File: src/rtl/truth_table_driver.sv
// Sweeps every input combination of a small combinational DUT, holds each for HOLD
// cycles, captures dut_y once per combination and scores it against EXPECT.
module truth_table_driver #(
  parameter int                  N_IN   = 2,
  parameter int                  HOLD   = 10,
  parameter int                  SAMPLE = 1,
  parameter logic [2**N_IN-1:0]  EXPECT = 4'b0111
) (
  input  logic            clk,
  input  logic            rst_n,
  input  logic            start,
  output logic [N_IN-1:0] stim,
  input  logic            dut_y,
  output logic            busy,
  output logic            done,
  output logic            pass,
  output logic [N_IN:0]   err_cnt,
  output logic [N_IN-1:0] fail_idx,
  output logic            sample_valid,
  output logic            sample_data
);

  localparam int              HW        = (HOLD > 1) ? $clog2(HOLD) : 1;
  localparam logic [HW-1:0]   HOLD_LAST = HW'(HOLD - 1);
  localparam logic [HW-1:0]   SAMPLE_AT = HW'(SAMPLE);
  localparam logic [N_IN-1:0] IDX_LAST  = '1;

  typedef enum logic [1:0] {IDLE, DRIVE, DONE} state_t;

  state_t          state_reg;
  logic [N_IN-1:0] idx_reg;
  logic [HW-1:0]   hold_cnt_reg;

  logic capture;
  logic mismatch;
  logic hold_end;

  assign capture  = (state_reg == DRIVE) && (hold_cnt_reg == SAMPLE_AT);
  assign mismatch = capture && (dut_y != EXPECT[idx_reg]);
  assign hold_end = (state_reg == DRIVE) && (hold_cnt_reg == HOLD_LAST);
  assign stim     = idx_reg;

  always_ff @(posedge clk) begin
    if (!rst_n) begin
      state_reg    <= IDLE;
      idx_reg      <= '0;
      hold_cnt_reg <= '0;
      busy         <= 1'b0;
      done         <= 1'b0;
      pass         <= 1'b0;
      err_cnt      <= '0;
      fail_idx     <= '0;
      sample_valid <= 1'b0;
      sample_data  <= 1'b0;
    end else begin
      sample_valid <= 1'b0;
      case (state_reg)
        IDLE, DONE: begin
          if (start) begin
            state_reg    <= DRIVE;
            idx_reg      <= '0;
            hold_cnt_reg <= '0;
            err_cnt      <= '0;
            fail_idx     <= '0;
            done         <= 1'b0;
            pass         <= 1'b0;
            busy         <= 1'b1;
          end
        end
        DRIVE: begin
          if (capture) begin
            sample_data  <= dut_y;
            sample_valid <= 1'b1;
            if (mismatch) begin
              err_cnt <= err_cnt + (N_IN+1)'(1);
              if (err_cnt == '0)
                fail_idx <= idx_reg;
            end
          end
          if (hold_end) begin
            hold_cnt_reg <= '0;
            if (idx_reg != IDX_LAST) begin
              idx_reg <= idx_reg + N_IN'(1);
            end else begin
              // A capture landing on the final edge must still count towards pass.
              state_reg <= DONE;
              busy      <= 1'b0;
              done      <= 1'b1;
              pass      <= (err_cnt == '0) && !mismatch;
            end
          end else begin
            hold_cnt_reg <= hold_cnt_reg + HW'(1);
          end
        end
        default: state_reg <= IDLE;
      endcase
    end
  end

endmodule

File: config.mk
export PLATFORM = sky130hd
export DESIGN_NAME = truth_table_driver
export DESIGN_NICKNAME = d
export VERILOG_FILES = /design/src/rtl/truth_table_driver.sv
export SDC_FILE = /design/constraint.sdc
export NUM_CORES = 1
export LEC_CHECK = 0
export BUFFER_PORTS_ARGS = -buffer_cell sky130_fd_sc_hd__buf_2
export CORE_MARGIN = 2
export CORE_UTILIZATION = 25
export DETAILED_ROUTE_END_ITERATION = 12
export GPL_TIMING_DRIVEN = 0
export SYNTH_ARGS = -nofsm -noshare
export SYNTH_HDL_FRONTEND = slang
export SYNTH_SLANG_ARGS = --single-unit
File: constraint.sdc
create_clock -name clk -period 1.9 [get_ports clk]
set_clock_uncertainty 0.15 [all_clocks]
set_input_delay 0.285 -clock clk [delete_from_list [all_inputs] [get_ports clk]]
set_output_delay 0.285 -clock clk [all_outputs]
set_load 0.02 [all_outputs]
==> flow_metrics.tcl, run 1 <==
set metrics [dict create \
    critPathKind "reg2reg" \
    syn_inst 103 \
    cts_buffer_depth 2 \
    dieArea_um2 4132 \
    wire_per_inst_um 10.98 \
    layout_common_cells "buf_2 (17), dfxtp_1 (16), nand2_1 (11)" \
    min_period_ns 1.815 \
    core_area_um2 3416 \
    worstSkewPairLatency_ns 0.30 \
    slew_headroom_pct 76.69 \
    drt_iter0_drc 31 \
    nets 136 \
    wl_mm 1.889 \
    cts_sinks 18 \
    synth_top_flop_cell "dfxtp_1" \
    end_kind "flip-flop" \
    final_common_cell "buf_2" \
    area_growth_pct 24.38 \
    rsz0062_at_grt "false" \
    dp_hpwl_mm 1.405 \
    synth_edf_count 0 \
    start_util_pct 26.59 \
    ys_seq_area_share_pct 39.67 \
    nFillCells 377 \
    ant_nets 0 \
    synth_area_per_cell_um2 8.819 \
    synth-warning-count 0 \
    synth_top_area_cell "dfxtp_1" \
    timing.fmax_ghz 0.5510 \
    die_h_um 64.28 \
    clock-root-buffer "clkbuf_4" \
    ys_ff_latch 18 \
    portBuffers 15 \
    synth_top_area_share_pct 39.67 \
    dieWidth_um 64.28 \
    yosysUniqueCellTypes 34 \
    ios 16 \
    fp-row-count 21 \
    synth_nets 112 \
    hold_class "in2reg" \
    power.leakage_uw 0.0004617 \
    max-vdd-ir-drop_mv 0.2978 \
    first_pass_iters 4 \
    tritoncts "built" \
    largest_reg_flops 4 \
    outcome "complete, no violations" \
    globalplace.congestion 0.7320 \
    setup_viol 0 \
    diodes 0 \
    critPathLaunchType "flip-flop" \
    period_share_pct 95.53 \
    synthArstFlopShare_pct 0 \
    worstPathArrival_ns 1.91 \
    grt_max_degree 11 \
    p_per_area_nw_per_um2 626.5 \
    hold_violations 0 \
    viasPerCell 4.494 \
    synthesis.area_um2 908.4 \
    numCtsBuffers 3 \
    drive_gt1_share_pct 26.98 \
    setup_tns_ns 0 \
    gr-total-overflow 0 \
    required_ns 1.99 \
    h-tree-depth 1 \
    routed-via-count 773 \
    cap_violations 0 \
    grt_pass1_wl_mm 3.180 \
    drv_slew 0 \
    worst_pin_slew_ns 0.3496 \
    power_uw 707.9 \
    antenna_found_initial 0 \
    path_max_fanout 9 \
    first_global_vias 690 \
    grtUsageTotal_pct 9.529 \
    synth_area_leaders "dfxtp_1 (40%), a21boi_0 (7.4%), ha_1 (6.9%), nand2_1 (4.5%), nand3_1 (3.9%)" \
    drcViolationCount 0 \
    path_clk_slew_ns 0.10 \
]
cell type report:
type	instances	area, um2	area share (%)
buffer	5	28.78	2.547
tap	46	57.56	5.094
timing repair buffer	19	105.1	9.302
sequential	18	365.4	32.34
inverter	3	11.26	0.9967
clock buffer	4	36.28	3.212
multi-input combinational	77	525.5	46.51
repair_timing:
action	CTS	global route
hold buffers	0	0
setup endpoints to repair	0	4
endpoints found under the hold margin	0	0
resized for setup	0	5
buffers inserted	0	4
critical path, stage by stage (launching register included):
cell,delay (ns)
dfxtp_4,0.36
ha_1,0.20
buf_6,0.15
xnor2_4,0.14
and2_4,0.17
or4b_1,0.51
o21ai_1,0.08
cell families (layout without fill, tap and decap cells):
logic type	Yosys count	in the layout	synth area share, %
AND/OR/NAND/NOR	45	45	27.41
XOR/XNOR	3	3	3.720
AO/OA/AOI/OAI	24	24	17.91
flip-flops	18	18	39.67
adder cells (fa/ha/maj)	5	5	6.887
buffers and inverters	8	31	4.408
metal layers:
layer / track usage [%] / vias up / share of wire (%)
met5: 0 / - / 0
met4: 0.7979 / 0 / 0.79
met3: 3.873 / 3 / 4.9
met2: 16.02 / 12 / 49
met1: 11.88 / 349 / 45
li1: - / 409 / -
worst paths after layout:
check | startpoint | endpoint | slack (ns) | cells after the start
worst max-delay path | stim[0]$_SDFFE_PN0P_ | pass$_SDFFE_PN0P_ | 0.08 | 6
worst min register to register | pass$_SDFFE_PN0P_ | pass$_SDFFE_PN0P_ | 0.32 | 2
worst min-delay path | rst_n | stim[1]$_SDFFE_PN0P_ | 0.15 | 3
worst max register to register | stim[0]$_SDFFE_PN0P_ | pass$_SDFFE_PN0P_ | 0.08 | 6
through the flow:
stage | cell area [um2] | cells | util (%) | setup slack (ns) | hold slack [ns]
finish | 1130 | 172 | 33.08 | 0.08500 | 0.1501
detailed placement | 1041 | 164 | 30.48 | 0.05708 | 0.3081
floorplan | 908.4 | 103 | - | 0.04473 | 0.2809
global placement | 1041 | 164 | 30.48 | 0.06743 | 0.3007
CTS | 1077 | 168 | 31.54 | 0.01851 | 0.1257
global route | 1130 | 172 | 33.08 | 0.01122 | 0.1415
cells in the mapped netlist, types with 2 or more instances:
cell type and instances:
nand2_1 11, ha_1 5, buf_2 2, nor2b_1 4
nand3b_1 2, a22o_1 2, a21boi_0 9, inv_1 3
nor3_1 3, a21oi_1 5, nand3_1 7, nor2_1 6
nand2b_1 2, dfxtp_1 18, clkbuf_1 2, o21ai_0 3
or3b_2 2
power by group:
| part | switching, uW | total [uW] | leakage, uW | internal [uW] |
|---|---|---|---|---|
| combinational | 46.7 | 78.2 | 0.000294 | 31.5 |
| sequential | 6.46 | 390 | 0.000147 | 383 |
| clock | 123 | 240 | 0.0000210 | 117 |
| total | 176 | 708 | 0.000462 | 532 |
Note: power is estimated with default switching activity, not from simulation.
==> run 2: changes to the inputs <==
- CORE_ASPECT_RATIO: not set -> 1.25
- CORE_MARGIN: 2 -> 4
==> run 2 against run 1 <==
Cell count down 6.4%. Count of clock-buffer cells in the layout stayed put. Worst hold slack gained 0.033 ns. Maximum frequency down 1.8%. Register-to-register slack got worse by 0.03 ns.
==> flow_metrics.tcl, run 2 (synthesis results as in run 1) <==
set metrics [dict create \
    outcome "complete, no violations" \
    drive_gt1_share_pct 23.77 \
    path_max_fanout 9 \
    gr-total-overflow 0 \
    required_ns 1.94 \
    cts_buffer_depth 2 \
    crit_buf_inv 1 \
    nets 132 \
    grtUsageTotal_pct 9.066 \
    timing.fmax_ghz 0.5412 \
    wl_mm 1.875 \
    drv_slew 0 \
    power_uw 773.8 \
    largest_reg_flops 4 \
    dp_hpwl_mm 1.463 \
    drt-met1-wl_um 812 \
    ant_nets 0 \
    place_ws_ns 0.02885 \
    die_h_um 75.40 \
    highest_layer "met4" \
    tritoncts "built" \
    hold_class "in2reg" \
    fin_hold_ws_ns 0.1829 \
    nFillCells 371 \
    area_growth_pct 20.52 \
    drcViolationCount 0 \
    dieArea_um2 4668 \
    wl_met3_um 80 \
    critPathLaunchType "flip-flop" \
    worst_path_max_delay_cell "or4b_1" \
    first_global_vias 760 \
    postCtsSetupBuffers 0 \
    finalWorstSetupSlack_ns 0.05237 \
    multi_input_area_um2 514.2 \
    postCtsHoldBufs 0 \
    diodes 0 \
    grt_max_degree 11 \
    end_kind "flip-flop" \
    wire_per_inst_um 11.65 \
    worstPathArrival_ns 1.89 \
    viasPerCell 4.770 \
    portBuffers 15 \
    hold_violations 0 \
    critical-path-max-stage-delay_ns 0.51 \
    path_clk_slew_ns 0.07 \
    slew_headroom_pct 77.18 \
    grt_pass1_wl_mm 3.111 \
    setup_viol 0 \
    clock-root-buffer "clkbuf_8" \
    rsz0062_at_grt "false" \
    utilization_pct 31.43 \
    min_period_ns 1.848 \
    layout_common_cells "buf_2 (17), dfxtp_1 (17), nand2_1 (11)" \
    wl_met2_um 965 \
    crit_family "simple AND/OR/NAND/NOR gates" \
    core_area_um2 3483 \
    worstSkewPairLatency_ns 0.25 \
    max-vdd-ir-drop_mv 0.4050 \
    globalplace.congestion 0.7334 \
    numCtsBuffers 3 \
    critPathKind "reg2reg" \
    ios 16 \
    fp-row-count 24 \
    worstPathCellList "ha_1 > buf_6 > xnor2_2 > and2_4 > or4b_1 > o21ai_1" \
    start_util_pct 26.08 \
    antenna_found_initial 0 \
    cap_violations 0 \
    period_share_pct 97.24 \
    dieWidth_um 61.92 \
    drt_iter0_drc 19 \
    first_pass_iters 4 \
    routed-via-count 768 \
    h-tree-depth 1 \
    p_per_area_nw_per_um2 706.8 \
    power.leakage_uw 0.0004458 \
    cts_sinks 18 \
    ff_latch_area_um2 361.6 \
    setup_tns_ns 0 \
    worst_pin_slew_ns 0.3423 \
]
==> run 2: worst paths after layout <==
kind / slack (ns) / depth (start not counted) / start / endpoint
worst max-delay path: 0.05 / 6 / stim[0]$_SDFFE_PN0P_ / pass$_SDFFE_PN0P_
worst min-delay path: 0.18 / 3 / dut_y / sample_data$_SDFFE_PN0P_
worst max register to register: 0.05 / 6 / stim[0]$_SDFFE_PN0P_ / pass$_SDFFE_PN0P_
worst min register to register: 0.31 / 2 / pass$_SDFFE_PN0P_ / pass$_SDFFE_PN0P_
==> run 2: repair_timing <==
| action | in CTS | in global routing |
|---|---|---|
| endpoints found under the setup margin | 0 | 3 |
| endpoints found under the hold margin | 0 | 0 |
| resized for setup | 0 | 2 |
==> run 2: final cells by class <==
class,instances,share of cell area [%]
Multi-Input combinational cell,77,46.97
Buffer,5,2.629
Sequential cell,18,33.03
Tap cell,39,4.457
Inverter,3,1.029
Clock buffer,4,5.029
Timing Repair Buffer,15,6.857
==> run 2: worst reg2reg max path: cells and delay by family, from the launching register on <==
family / cells / cell delay, ns
AND/OR/NAND/NOR: 2 / 0.69
XOR/XNOR: 1 / 0.16
flip-flops: 1 / 0.35
AO/OA/AOI/OAI: 1 / 0.08
adder cells (fa/ha/maj): 1 / 0.21
buffers and inverters: 1 / 0.14
==> run 2: where the power goes <==
group	internal (uW)	total, uW	leakage, uW	switching, uW
registers	384	390	0.000146	6.07
logic	28.4	73.6	0.000271	45.2
clock network	184	310	0.0000288	126
==> run 2: through the flow <==
step	cells	cell area [um2]
CTS	161	1087
detailed placement	157	1032
floorplan	103	908.4
global route	161	1095
finish	161	1095
global placement	157	1032
==> run 2: routing by layer <==
layer	track usage (%)	vias to the layer above
met1	9.621	357
met5	0	-
met4	4.953	0
met2	15.48	8
met3	3.051	2
li1	-	401
==> run 3: changes to the inputs <==
- CORE_ASPECT_RATIO: 1.25 -> not set
==> run 3 against run 2 <==
Power down 8.0%. Via count up 2.1%. Count of clock-buffer cells in the layout unchanged. Flip-flop and latch count unchanged. Combinational power up 8.7%. Largest cell class unchanged.
==> flow_metrics.tcl, run 3 (synthesis results as in run 1) <==
set metrics [dict create \
    place_inst 164 \
    highest_layer "met4" \
    worstSkewPairLatency_ns 0.30 \
    hold_class "in2reg" \
    wire_per_inst_um 10.93 \
    timing.fmax_ghz 0.5442 \
    max-vdd-ir-drop_mv 0.4186 \
    slew_headroom_pct 76.94 \
    rsz0062_at_grt "false" \
    critPathKind "reg2reg" \
    min_period_ns 1.838 \
    final_cell_count_no_fill 171 \
    core_area_um2 3416 \
    largest_reg_flops 4 \
    wl_met3_um 82 \
    dp_hpwl_mm 1.427 \
    setup_viol 0 \
    dieArea_um2 4662 \
    setup_tns_ns 0 \
    nets 135 \
    dpl-instance-area_um2 1041 \
    ios 16 \
    r2r-start "stim[0]$_SDFFE_PN0P_" \
    rr_endpoint "pass$_SDFFE_PN0P_" \
    power.leakage_uw 0.0004561 \
    hold_violations 0 \
    utilization_pct 32.86 \
    drv_slew 0 \
    hold_start "start" \
    finalWorstSetupSlack_ns 0.06244 \
    gr-total-overflow 0 \
    worst_pin_slew_ns 0.3459 \
    antenna_found_initial 0 \
    postCtsHoldBufs 0 \
    grt_pass1_wl_mm 3.408 \
    numCtsBuffers 3 \
    drt-met1-wl_um 863 \
    die_h_um 68.28 \
    cts_buffer_depth 2 \
    diodes 0 \
    wl_mm 1.869 \
    layout_common_cells "buf_2 (17), dfxtp_1 (16), nand2_1 (11)" \
    tritoncts "built" \
    drcViolationCount 0 \
    worstPathArrival_ns 1.93 \
    drt_iter0_drc 14 \
    h-tree-depth 1 \
    period_share_pct 96.71 \
    grtUsageTotal_pct 9.478 \
    first_global_vias 792 \
    portBuffers 15 \
    globalplace.congestion 0.7677 \
    clock-root-buffer "clkbuf_4" \
    r2r_slack_ns 0.06 \
    area_growth_pct 23.55 \
    required_ns 1.99 \
    p_per_area_nw_per_um2 634.4 \
    routed-via-count 784 \
    start_util_pct 26.59 \
    critPathLaunchType "flip-flop" \
    hold_end "stim[0]$_SDFFE_PN0P_" \
    first_pass_iters 2 \
    reg2reg_depth 6 \
    path_clk_slew_ns 0.10 \
    drive_gt1_share_pct 26.40 \
    cts_sinks 18 \
    fp-row-count 21 \
    end_kind "flip-flop" \
    nFillCells 373 \
    cap_violations 0 \
    grt_max_degree 11 \
    hold_depth 3 \
    place_ws_ns 0.02539 \
    dieWidth_um 68.28 \
    wl_met2_um 911 \
    outcome "complete, no violations" \
    final_common_cell "buf_2" \
    viasPerCell 4.585 \
    ant_nets 0 \
    path_max_fanout 9 \
    final_area_um2 1122 \
]
-- run 3: what timing repair did --
item                                    4_1_cts  5_1_grt
gates resized for setup                       0        5
endpoints found under the setup margin        0        5
buffers inserted                              0        3
-- run 3: layout make-up --
cell class	instances	area [um2]	share of cell area [%]
multi-input cells	77	525.5	46.82
clock buffers	4	36.28	3.233
flip-flops and latches	18	365.4	32.55
well taps	46	57.56	5.128
inverters	3	11.26	1.003
plain buffers	5	28.78	2.564
repair buffers	18	97.59	8.696
-- run 3: power breakdown --
group | internal, uW | switching, uW | total [uW] | leakage, uW
combinational | 33.4 | 46.6 | 80.0 | 0.000288
clock | 117 | 125 | 242 | 0.0000210
sequential | 383 | 6.38 | 390 | 0.000147
-- run 3: worst max path at each step --
stage,endpoint,slack [ns],start,depth (start not counted)
5_1_grt,pass$_SDFFE_PN0P_,0.01,stim[0]$_SDFFE_PN0P_,6
3_5_place_dp,pass$_SDFFE_PN0P_,0.03,stim[0]$_SDFFE_PN0P_,6
6_report,pass$_SDFFE_PN0P_,0.06,stim[0]$_SDFFE_PN0P_,6
2_1_floorplan,pass$_SDFFE_PN0P_,0.04,stim[0]$_SDFFE_PN0P_,6
4_1_cts,pass$_SDFFE_PN0P_,0.001,stim[0]$_SDFFE_PN0P_,6
3_3_place_gp,pass$_SDFFE_PN0P_,0.06,stim[0]$_SDFFE_PN0P_,6
-- run 3: stage by stage --
stage | power [uW] | hold WS (ns)
6_report | 712.0 | 0.1224
3_5_place_dp | 471.6 | 0.3105
5_1_grt | 756.6 | 0.1395
3_3_place_gp | 469.8 | 0.3008
2_1_floorplan | 449.2 | 0.2809
4_1_cts | 711.6 | 0.1234
-- run 3: routing by layer --
metal,track usage (%),vias up
li1,-,409
met1,10.99,363
met2,16.97,10
met3,3.448,2
met4,1.241,0
met5,0,-
-- run 3: worst max-delay path, cell delays in order (launching register included) --
cell,delay [ns]
dfxtp_4,0.37
ha_1,0.20
buf_6,0.14
xnor2_4,0.13
and2_4,0.17
or4b_1,0.52
o21ai_1,0.09
